$ cat config.mk
export PLATFORM = sky130hd
export DESIGN_NAME = bcd_7seg_scan
export DESIGN_NICKNAME = d
export VERILOG_FILES = /design/src/rtl/bcd_7seg_scan.sv
export SDC_FILE = /design/constraint.sdc
export NUM_CORES = 1
export LEC_CHECK = 0
export ABC_CLOCK_PERIOD_IN_PS = 2900
export BUFFER_PORTS_ARGS = -buffer_cell sky130_fd_sc_hd__buf_4
export CAP_MARGIN = 10
export CORE_MARGIN = 8
export CORE_UTILIZATION = 58
export CTS_CLUSTER_SIZE = 20
export DETAILED_ROUTE_END_ITERATION = 12
export PLACE_DENSITY_LB_ADDON = 0.1
export SLEW_MARGIN = 20
export SYNTH_ARGS = -nofsm -noshare
export SYNTH_HDL_FRONTEND = slang
export SYNTH_SLANG_ARGS = --single-unit
$ cat constraint.sdc
create_clock -name clk_i -period 2.9 [get_ports clk_i]
set_clock_uncertainty 0.05 [all_clocks]
set_input_delay 0.145 -clock clk_i [delete_from_list [all_inputs] [get_ports clk_i]]
set_output_delay 0.145 -clock clk_i [all_outputs]
set_load 0.02 [all_outputs]
$ cat src/rtl/bcd_7seg_scan.sv
// rtl/bcd_7seg_scan.sv - multiplexed 7-segment scan driver with frame-aligned BCD commit
// Optional feature macro: BCD7_LZ_BLANK_EN (leading-zero blanking).
module bcd_7seg_scan #(
   parameter int NUM_DIGITS     = 5,
   parameter int CLK_DIV        = 50000,
   parameter int BLANK_CYC      = 4,
   parameter int SEG_ACTIVE_LOW = 1
) (
   input  logic                    clk_i,
   input  logic                    rst_i,
   input  logic [4*NUM_DIGITS-1:0] dbcd_i,
   input  logic [NUM_DIGITS-1:0]   dp_i,
   input  logic                    valid_i,
   output logic                    ready_o,
   output logic [6:0]              seg_o,
   output logic                    dp_o,
   output logic [NUM_DIGITS-1:0]   an_o,
   output logic                    frame_o
);

   localparam int   CNT_W = $clog2(CLK_DIV);
   localparam int   IDX_W = (NUM_DIGITS > 1) ? $clog2(NUM_DIGITS) : 1;
   localparam logic POL   = (SEG_ACTIVE_LOW != 0);

   logic [CNT_W-1:0]        cnt;
   logic [IDX_W-1:0]        idx;
   logic                    tick;
   logic                    wrap_tick;

   logic                    pending;
   logic                    ready_q;
   logic [4*NUM_DIGITS-1:0] pend_bcd;
   logic [NUM_DIGITS-1:0]   pend_dp;
   logic [4*NUM_DIGITS-1:0] disp_reg;
   logic [NUM_DIGITS-1:0]   dp_reg;

   logic [NUM_DIGITS-1:0]   lz;
   logic [3:0]              sel_nib;
   logic                    sel_dp;
   logic                    sel_blank;

   logic [6:0]              seg_q;
   logic                    dp_q;
   logic [NUM_DIGITS-1:0]   an_q;
   logic                    frame_q;

   // Active-high segment pattern {g,f,e,d,c,b,a}; non-decimal nibbles show a dash.
   function automatic logic [6:0] decode(input logic [3:0] n);
      case (n)
         4'd0:    return 7'h3F;
         4'd1:    return 7'h06;
         4'd2:    return 7'h5B;
         4'd3:    return 7'h4F;
         4'd4:    return 7'h66;
         4'd5:    return 7'h6D;
         4'd6:    return 7'h7D;
         4'd7:    return 7'h07;
         4'd8:    return 7'h7F;
         4'd9:    return 7'h6F;
         default: return 7'h40;
      endcase
   endfunction

   assign tick      = (cnt == CNT_W'(CLK_DIV - 1));
   assign wrap_tick = tick && (idx == IDX_W'(NUM_DIGITS - 1));

   // Slot prescaler and digit index; index advances once per slot and wraps per frame.
   always_ff @(posedge clk_i or posedge rst_i) begin
      if (rst_i) begin
         cnt <= '0;
         idx <= '0;
      end else if (tick) begin
         cnt <= '0;
         idx <= (idx == IDX_W'(NUM_DIGITS - 1)) ? '0 : idx + 1'b1;
      end else begin
         cnt <= cnt + 1'b1;
      end
   end

   // Accept one value into the pending buffer; move it to the display only at a frame wrap.
   always_ff @(posedge clk_i or posedge rst_i) begin
      if (rst_i) begin
         pending  <= 1'b0;
         ready_q  <= 1'b1;
         pend_bcd <= '0;
         pend_dp  <= '0;
         disp_reg <= '0;
         dp_reg   <= '0;
      end else if (valid_i && ready_q) begin
         pend_bcd <= dbcd_i;
         pend_dp  <= dp_i;
         pending  <= 1'b1;
         ready_q  <= 1'b0;
      end else if (wrap_tick && pending) begin
         disp_reg <= pend_bcd;
         dp_reg   <= pend_dp;
         pending  <= 1'b0;
         ready_q  <= 1'b1;
      end
   end

`ifdef BCD7_LZ_BLANK_EN
   logic run_zero;

   // Digit k blanks when it and every digit above it are zero; digit 0 is always shown.
   always_comb begin
      lz       = '0;
      run_zero = 1'b1;
      for (int k = NUM_DIGITS - 1; k > 0; k--) begin
         run_zero = run_zero & (disp_reg[4*k +: 4] == 4'd0);
         lz[k]    = run_zero;
      end
   end
`else
   assign lz = '0;
`endif

   // Pick the nibble, decimal point and blank flag of the digit currently being scanned.
   always_comb begin
      sel_nib   = 4'd0;
      sel_dp    = 1'b0;
      sel_blank = 1'b0;
      for (int k = 0; k < NUM_DIGITS; k++) begin
         if (idx == IDX_W'(k)) begin
            sel_nib   = disp_reg[4*k +: 4];
            sel_dp    = dp_reg[k];
            sel_blank = lz[k];
         end
      end
   end

   // Registered output stage: ghosting guard at slot start, then the selected digit.
   always_ff @(posedge clk_i or posedge rst_i) begin
      if (rst_i) begin
         seg_q   <= '0;
         dp_q    <= 1'b0;
         an_q    <= '0;
         frame_q <= 1'b0;
      end else begin
         frame_q <= wrap_tick;
         if (cnt < CNT_W'(BLANK_CYC)) begin
            seg_q <= '0;
            dp_q  <= 1'b0;
            an_q  <= '0;
         end else begin
            seg_q <= sel_blank ? 7'h00 : decode(sel_nib);
            dp_q  <= sel_dp;
            an_q  <= NUM_DIGITS'(1) << idx;
         end
      end
   end

   assign seg_o   = seg_q ^ {7{POL}};
   assign dp_o    = dp_q ^ POL;
   assign an_o    = an_q ^ {NUM_DIGITS{POL}};
   assign frame_o = frame_q;
   assign ready_o = ready_q;

endmodule

# Word level (Yosys, flattened, before mapping)
# Memories as Yosys holds them, arrays and structs flattened.
# Cells that the tools add are included.
[word_totals]
mem_count = 1
inputBits = 28
wordCells = 51
out_inout_bits = 15
register_bits = 85
mem_bits_ro = 112
latch_bits = 0
mem_bits_rw = 0
[memory_table]
columns = ["memory", "depth", "width", "read_ports", "rd_clocked_by_memory_dff", "write_ports", "line_no", "text"]
rows = [
  ["(name not given)", 16, 7, 1, 0, 0, "49", "case (n)"],
]
[op_classes]
n_bitwise = 4
n_eq_ne = 5
n_reduce_logical = 6
add_sub_neg = 2
magnitude_cmp = 1
shift = 1
n_mul = 0
n_div = 0
muxes = 19
[op_table]
columns = ["operator", "n"]
rows = [
  ["4-bit two-way mux", 5],
  ["16-bit by 1-bit adder with 16-bit output, second input constant", 1],
  ["16-bit == test, second input constant", 1],
  ["16-bit by 3-bit less-than comparator with 1-bit output, second input constant", 1],
  ["16-bit two-way mux", 1],
  ["1-bit two-way mux", 10],
  ["7-bit two-way mux", 1],
  ["7-bit inverter", 1],
  ["3-bit by 2-bit == test with 1-bit output, second input constant", 2],
  ["5-bit two-way mux", 1],
  ["5-bit inverter", 1],
  ["1-bit by 3-bit left shift with 5-bit output, first input constant", 1],
  ["3-bit by 1-bit adder with 3-bit output, second input constant", 1],
  ["3-bit by 1-bit == test with 1-bit output, second input constant", 1],
  ["3-bit == test, second input constant", 1],
  ["1-bit logical AND", 3],
  ["3-bit logical NOT", 1],
  ["3-bit two-way mux", 1],
  ["1-bit inverter", 2],
  ["2-bit AND reduction", 1],
  ["2-bit nonzero test", 1],
]

# Longest topological paths before layout
# An unclocked memory read counts as a cell.
[depth]
depth_word = 8
ltp_mapped = 11
depth_no_buf = 10

# Worst setup path after synthesis
# Ideal clock, no wire load.
[synth_path]
kind = "reg2reg"
start = "register idx[0]"
end = "register seg_q[5]"
synth_period_minus_slack_ps = 2622
arrival_time_ps = 2490
setup_ps = 83
path_buffers = 1
required_ps = 2767
slack_ps = 278
stages_incl_launch_ff = 11
path_cell_list = "dfrtp_1 inv_1 ha_1 buf_2 nand2_1 and3_1 a221oi_1 inv_1 ha_1 or4_1 o21ai_0"
[synth_between]
elab_chain_len = 8
word_cells_on_any_way = 12
classes_between = "4 x eq/ne; 6 x mux; 1 x reduce/logical; 1 x memory"
[synth_rtl]
columns = ["element", "line_no", "text"]
rows = [
  ["from (decl)", "26", "logic [IDX_W-1:0] idx;"],
  ["from (signal assigned)", "74", "idx <= (idx == IDX_W'(NUM_DIGITS - 1)) ? '0 : idx + 1'b1;"],
  ["3-bit logical NOT", "124", "if (idx == IDX_W'(k)) begin"],
  ["4-bit two-way mux (4 in series)", "124", ""],
  ["4-bit two-way mux (*)", "124", ""],
  ["memory read 16 x 7 bit (*)", "-", ""],
  ["7-bit two-way mux (*)", "141", "if (cnt < CNT_W'(BLANK_CYC)) begin"],
  ["to (signal assigned)", "146", "seg_q <= sel_blank ? 7'h00 : decode(sel_nib);"],
  ["to (decl)", "42", "logic [6:0] seg_q;"],
]
# Mark *: on every way between the ends. The rest lies on a longest branch, timed or not.
# A chain may end at the register's enable or synchronous reset.

# Worst setup path after layout
[layout_path]
start = "register idx[2]"
end = "register seg_q[5]"
# Same word-level chain as after synthesis.

==> tab_implementation.tex <==
\begin{tabular}{lr}
\hline
Metric & Value \\
\hline
\multicolumn{2}{l}{\textbf{Final layout}} \\
\quad Commonest cells after routing, fill and taps aside & 84 x sky130\_fd\_sc\_hd\_\_dfrtp\_1, 48 x sky130\_fd\_sc\_hd\_\_buf\_4, 32 x sky130\_fd\_sc\_hd\_\_mux2\_2 \\
\quad Final net count & 432 \\
\quad Synthesis-to-finish area growth & 23.7\% \\
\quad Layout cell share with drive strength beyond 1 & 32.7\% \\
\quad ANT cells & 0 \\
\quad Leading cell type in the layout, fill and taps excluded & sky130\_fd\_sc\_hd\_\_dfrtp\_1 \\
\multicolumn{2}{l}{\textbf{Floorplanning}} \\
\quad I/O pin count & 43 \\
\quad Overall die width & 97.8 um \\
\quad Starting density of the core & 58.5\% \\
\quad Core Rows & 30 \\
\quad Vertical extent of the die & 97.8 um \\
\quad Core region area & 0.00664 mm\^{}2 \\
\quad Total die area & 0.00957 mm\^{}2 \\
\multicolumn{2}{l}{\textbf{Yosys}} \\
\quad Top flip-flop cell by instance count after synthesis & sky130\_fd\_sc\_hd\_\_dfrtp\_1 \\
\quad Distinct cells, synth & 43 \\
\quad Share of the synthesized netlist area taken by xor and xnor gates & 2.93\% \\
\quad Post-synthesis instance total & 320 \\
\quad Syn Nets & 359 \\
\quad Avg Cell Area, Syn & 12.1 um\^{}2 \\
\quad Number of synthesized register bits & 85 \\
\quad Adder-Cell Fraction of Synth Area & 3.54\% \\
\quad Dominant combinational cell family by area after synthesis & multiplexers \\
\quad Ys Warns & 0 \\
\quad Area fraction of the dominant cell type after synthesis & 54.1\% \\
\quad Simple-gate share of the synthesized area & 11.3\% \\
\quad Synth area leaders & sky130\_fd\_sc\_hd\_\_dfrtp\_1 54\%, sky130\_fd\_sc\_hd\_\_mux2\_2 9.3\%, sky130\_fd\_sc\_hd\_\_mux2\_4 7.3\% \\
\quad Library cell occupying the most area in the post-synthesis netlist & sky130\_fd\_sc\_hd\_\_dfrtp\_1 \\
\quad Area fraction in compound gates after synthesis & 5.77\% \\
\quad Post-synthesis sequential area ratio & 54.8\% \\
\quad Async set or reset register ratio after synthesis & 100\% \\
\quad Portion of netlist area occupied by mux cells & 17.1\% \\
\quad Number of flops mapped to enable cells by yosys & 0 \\
\quad Post-synthesis instance area & 0.00388 mm\^{}2 \\
\multicolumn{2}{l}{\textbf{Clock tree}} \\
\quad Number of buffers inserted during clock tree synthesis & 9 \\
\quad Clock tree from TritonCTS & built \\
\quad Deepest level of the CTS H-tree & 3 \\
\quad Clock transition at the registers of the reported paths & 0.09 ns \\
\quad Buffer cell driving the clock tree root & sky130\_fd\_sc\_hd\_\_clkbuf\_8 \\
\quad Skew-Pair Late Insertion Delay & 0.36 ns \\
\quad Post-CTS Setup Inserts & 0 \\
\quad Count of clock tree sinks & 85 \\
\quad Number of buffers between clock root and the deepest sink & 2 \\
\multicolumn{2}{l}{\textbf{Worst setup path}} \\
\quad Critical path fanouts, max & 8 \\
\quad Path depth of the worst reg2reg path & 9 \\
\quad Slowest-stage cell, CP & sky130\_fd\_sc\_hd\_\_or4\_1 \\
\quad Kind of critical path & reg2reg \\
\quad Crit path cell chain & inv\_1 > ha\_1 > or2\_1 > a21oi\_1 > a221oi\_2 > inv\_1 > ha\_1 > or4\_1 > o21ai\_0 \\
\quad Required arrival time at the worst endpoint & 3.11 ns \\
\quad Launching instance or port of the critical path & idx[2] \\
\quad Number of stages on the worst setup path & 9 \\
\quad R2R Path Start & idx[2] \\
\quad Reg2Reg Setup Slack & 0.20 ns \\
\quad Reg2reg end & seg\_q[5] \\
\quad Critical path endpoint category & flip-flop \\
\quad Startpoint types & flip-flop \\
\quad CP max stage delay & 0.50 ns \\
\quad Arrival time of data at the critical path endpoint & 2.91 ns \\
\quad Timing endpoint of the critical path & seg\_q[5] \\
\quad Buffers and inverters on the worst path & 2 \\
\quad Kind of cell with the highest combined delay on the critical path & simple AND/OR/NAND/NOR gates \\
\multicolumn{2}{l}{\textbf{Route}} \\
\quad DRT iter0 DRCs & 111 \\
\quad Routed via count & 2590 \\
\quad Number of remaining DRC errors & 0 \\
\quad Detailed-router iteration count before antenna repair & 4 \\
\quad Post-DR wirelength/cell & 15.6 um \\
\quad Final Routed Wirelength & 7470 um \\
\quad Average vias per placed instance & 5.42 \\
\quad Post-DRT Antenna Nets & 0 \\
\multicolumn{2}{l}{\textbf{Timing}} \\
\quad Total count of hold-check failures in the final report & 0 \\
\quad Final critical path time including I/O delays and setup & 2.70 ns \\
\quad Worst Tran Pin Value & 0.521 ns \\
\quad Number of pins with negative max-slew slack in the final report & 0 \\
\quad Worst max-slew margin expressed relative to the limit & 65.3\% \\
\quad Max frequency & 370 MHz \\
\quad \# setup viols final & 0 \\
\quad Period Utilization, post-route & 93.1\% \\
\quad Unrepaired setup endpoints after global routing & no \\
\quad Min setup slack post-route & 0.200 ns \\
\multicolumn{2}{l}{\textbf{Power}} \\
\quad Static leakage & 0.00243 uW \\
\quad Power Total & 2210 uW \\
\quad Highest ir drop seen on vdd & 0.497 mV \\
\quad Areal power density over the cells & 459 mW/mm\^{}2 \\
\multicolumn{2}{l}{\textbf{Placed design}} \\
\quad Total of buffers placed on input and output ports & 42 \\
\quad Post-DP HPWL & 5000 um \\
\quad Setup slack at placement & -0.0399 ns \\
\quad Routability congestion estimate from global placement & 0.847 \\
\multicolumn{2}{l}{\textbf{Run status}} \\
\quad Result of the run & finished clean \\
\multicolumn{2}{l}{\textbf{GRT}} \\
\quad Maximum number of pins on one net before global-route repair & 86 \\
\quad Overall global routing resource usage & 16.7\% \\
\quad Global-route wire length before repair & 12700 um \\
\quad Antenna violations before repair & 0 \\
\quad Number of global-route vias before repair & 2673 \\
\quad GR Overflow Total & 0 \\
\multicolumn{2}{l}{\textbf{Min path}} \\
\quad Class of the most critical hold timing path & in2async \\
\multicolumn{2}{l}{\textbf{Job}} \\
\quad Max capacitance violation total & 0 \\
\hline
\end{tabular}
worst min-delay path: stages:
cell                            delay, ns
sky130_fd_sc_hd__dlygate4sd3_1       0.53
sky130_fd_sc_hd__buf_4               0.13
sky130_fd_sc_hd__clkinv_2            0.05
sky130_fd_sc_hd__buf_12              0.35
power by group:
part / switching, uW / leakage (uW) / internal [uW]
clock network: 448 / 0.000104 / 417
logic: 39.5 / 0.00122 / 71.4
registers: 15.6 / 0.00111 / 1210
cell type report:
class                      instances  area, um^2
clock buffer                      10         128
tap                               80         100
fill                             460        1840
sequential                        85        2130
clock inverter                     6        76.3
inverter                          27         103
multi-input combinational        194        1620
timing repair buffer              76         651
per-layer routing:
layer  wire, um  share of wire, %  up-vias  track usage [%]
met5          0                 0        -                0
met4        119               1.6        0             6.00
met1       3230                43     1271             20.1
met2       3710                50       59             26.6
li1           -                 -     1249                -
met3        403               5.4       11             6.33
worst min path at each step:
stage	startpoint	end	slack, ns	depth (start not counted)
2_1_floorplan	valid_i	ready_o	0.16	1
3_3_place_gp	rst_i	pend_dp[0]	0.23	3
3_5_place_dp	rst_i	pend_dp[0]	0.23	3
4_1_cts	rst_i	pend_dp[4]	0.39	4
5_1_grt	rst_i	pend_bcd[2]	0.41	4
6_report	rst_i	pend_dp[0]	0.38	4
cells by family after synthesis:
kind of cell,count (synthesis)
AOI/OAI and AO/OA,36
buffers and inverters,41
xor gates and xnor gates,13
adders and majority gates,11
and+or+nand+nor,81
muxes,53
DFF,85
through the flow:
step	TNS [ns]	std cells	hold slack, ns	util [%]	instance area [um^2]
4_1_cts	0	478	0.388	71.8	4770
6_report	0	478	0.380	72.3	4800
3_5_place_dp	-0.0399	435	0.226	64.6	4290
5_1_grt	0	478	0.414	72.3	4800
2_1_floorplan	0	320	0.158	-	3880
3_3_place_gp	0	435	0.228	64.6	4290
synthesized netlist by cell type (all sizes together), types with 4 or more instances:
master	instances
ha	11
and3	8
xor2	7
o21ai	10
nor2	15
inv	27
buf	5
nand3	7
nand3b	4
clkbuf	9
nor3	8
dfrtp	84
xnor2	6
a21oi	13
nand2	20
nand4	4
mux2	51
a221oi	4
repair_timing:
item / CTS / global route
endpoints found under the hold margin: 110 / 0
hold buffers: 27 / 0
endpoints found under the setup margin: 1 / 4
resized for setup: 1 / 6
No activity file was read; power rests on OpenSTA's default activity.
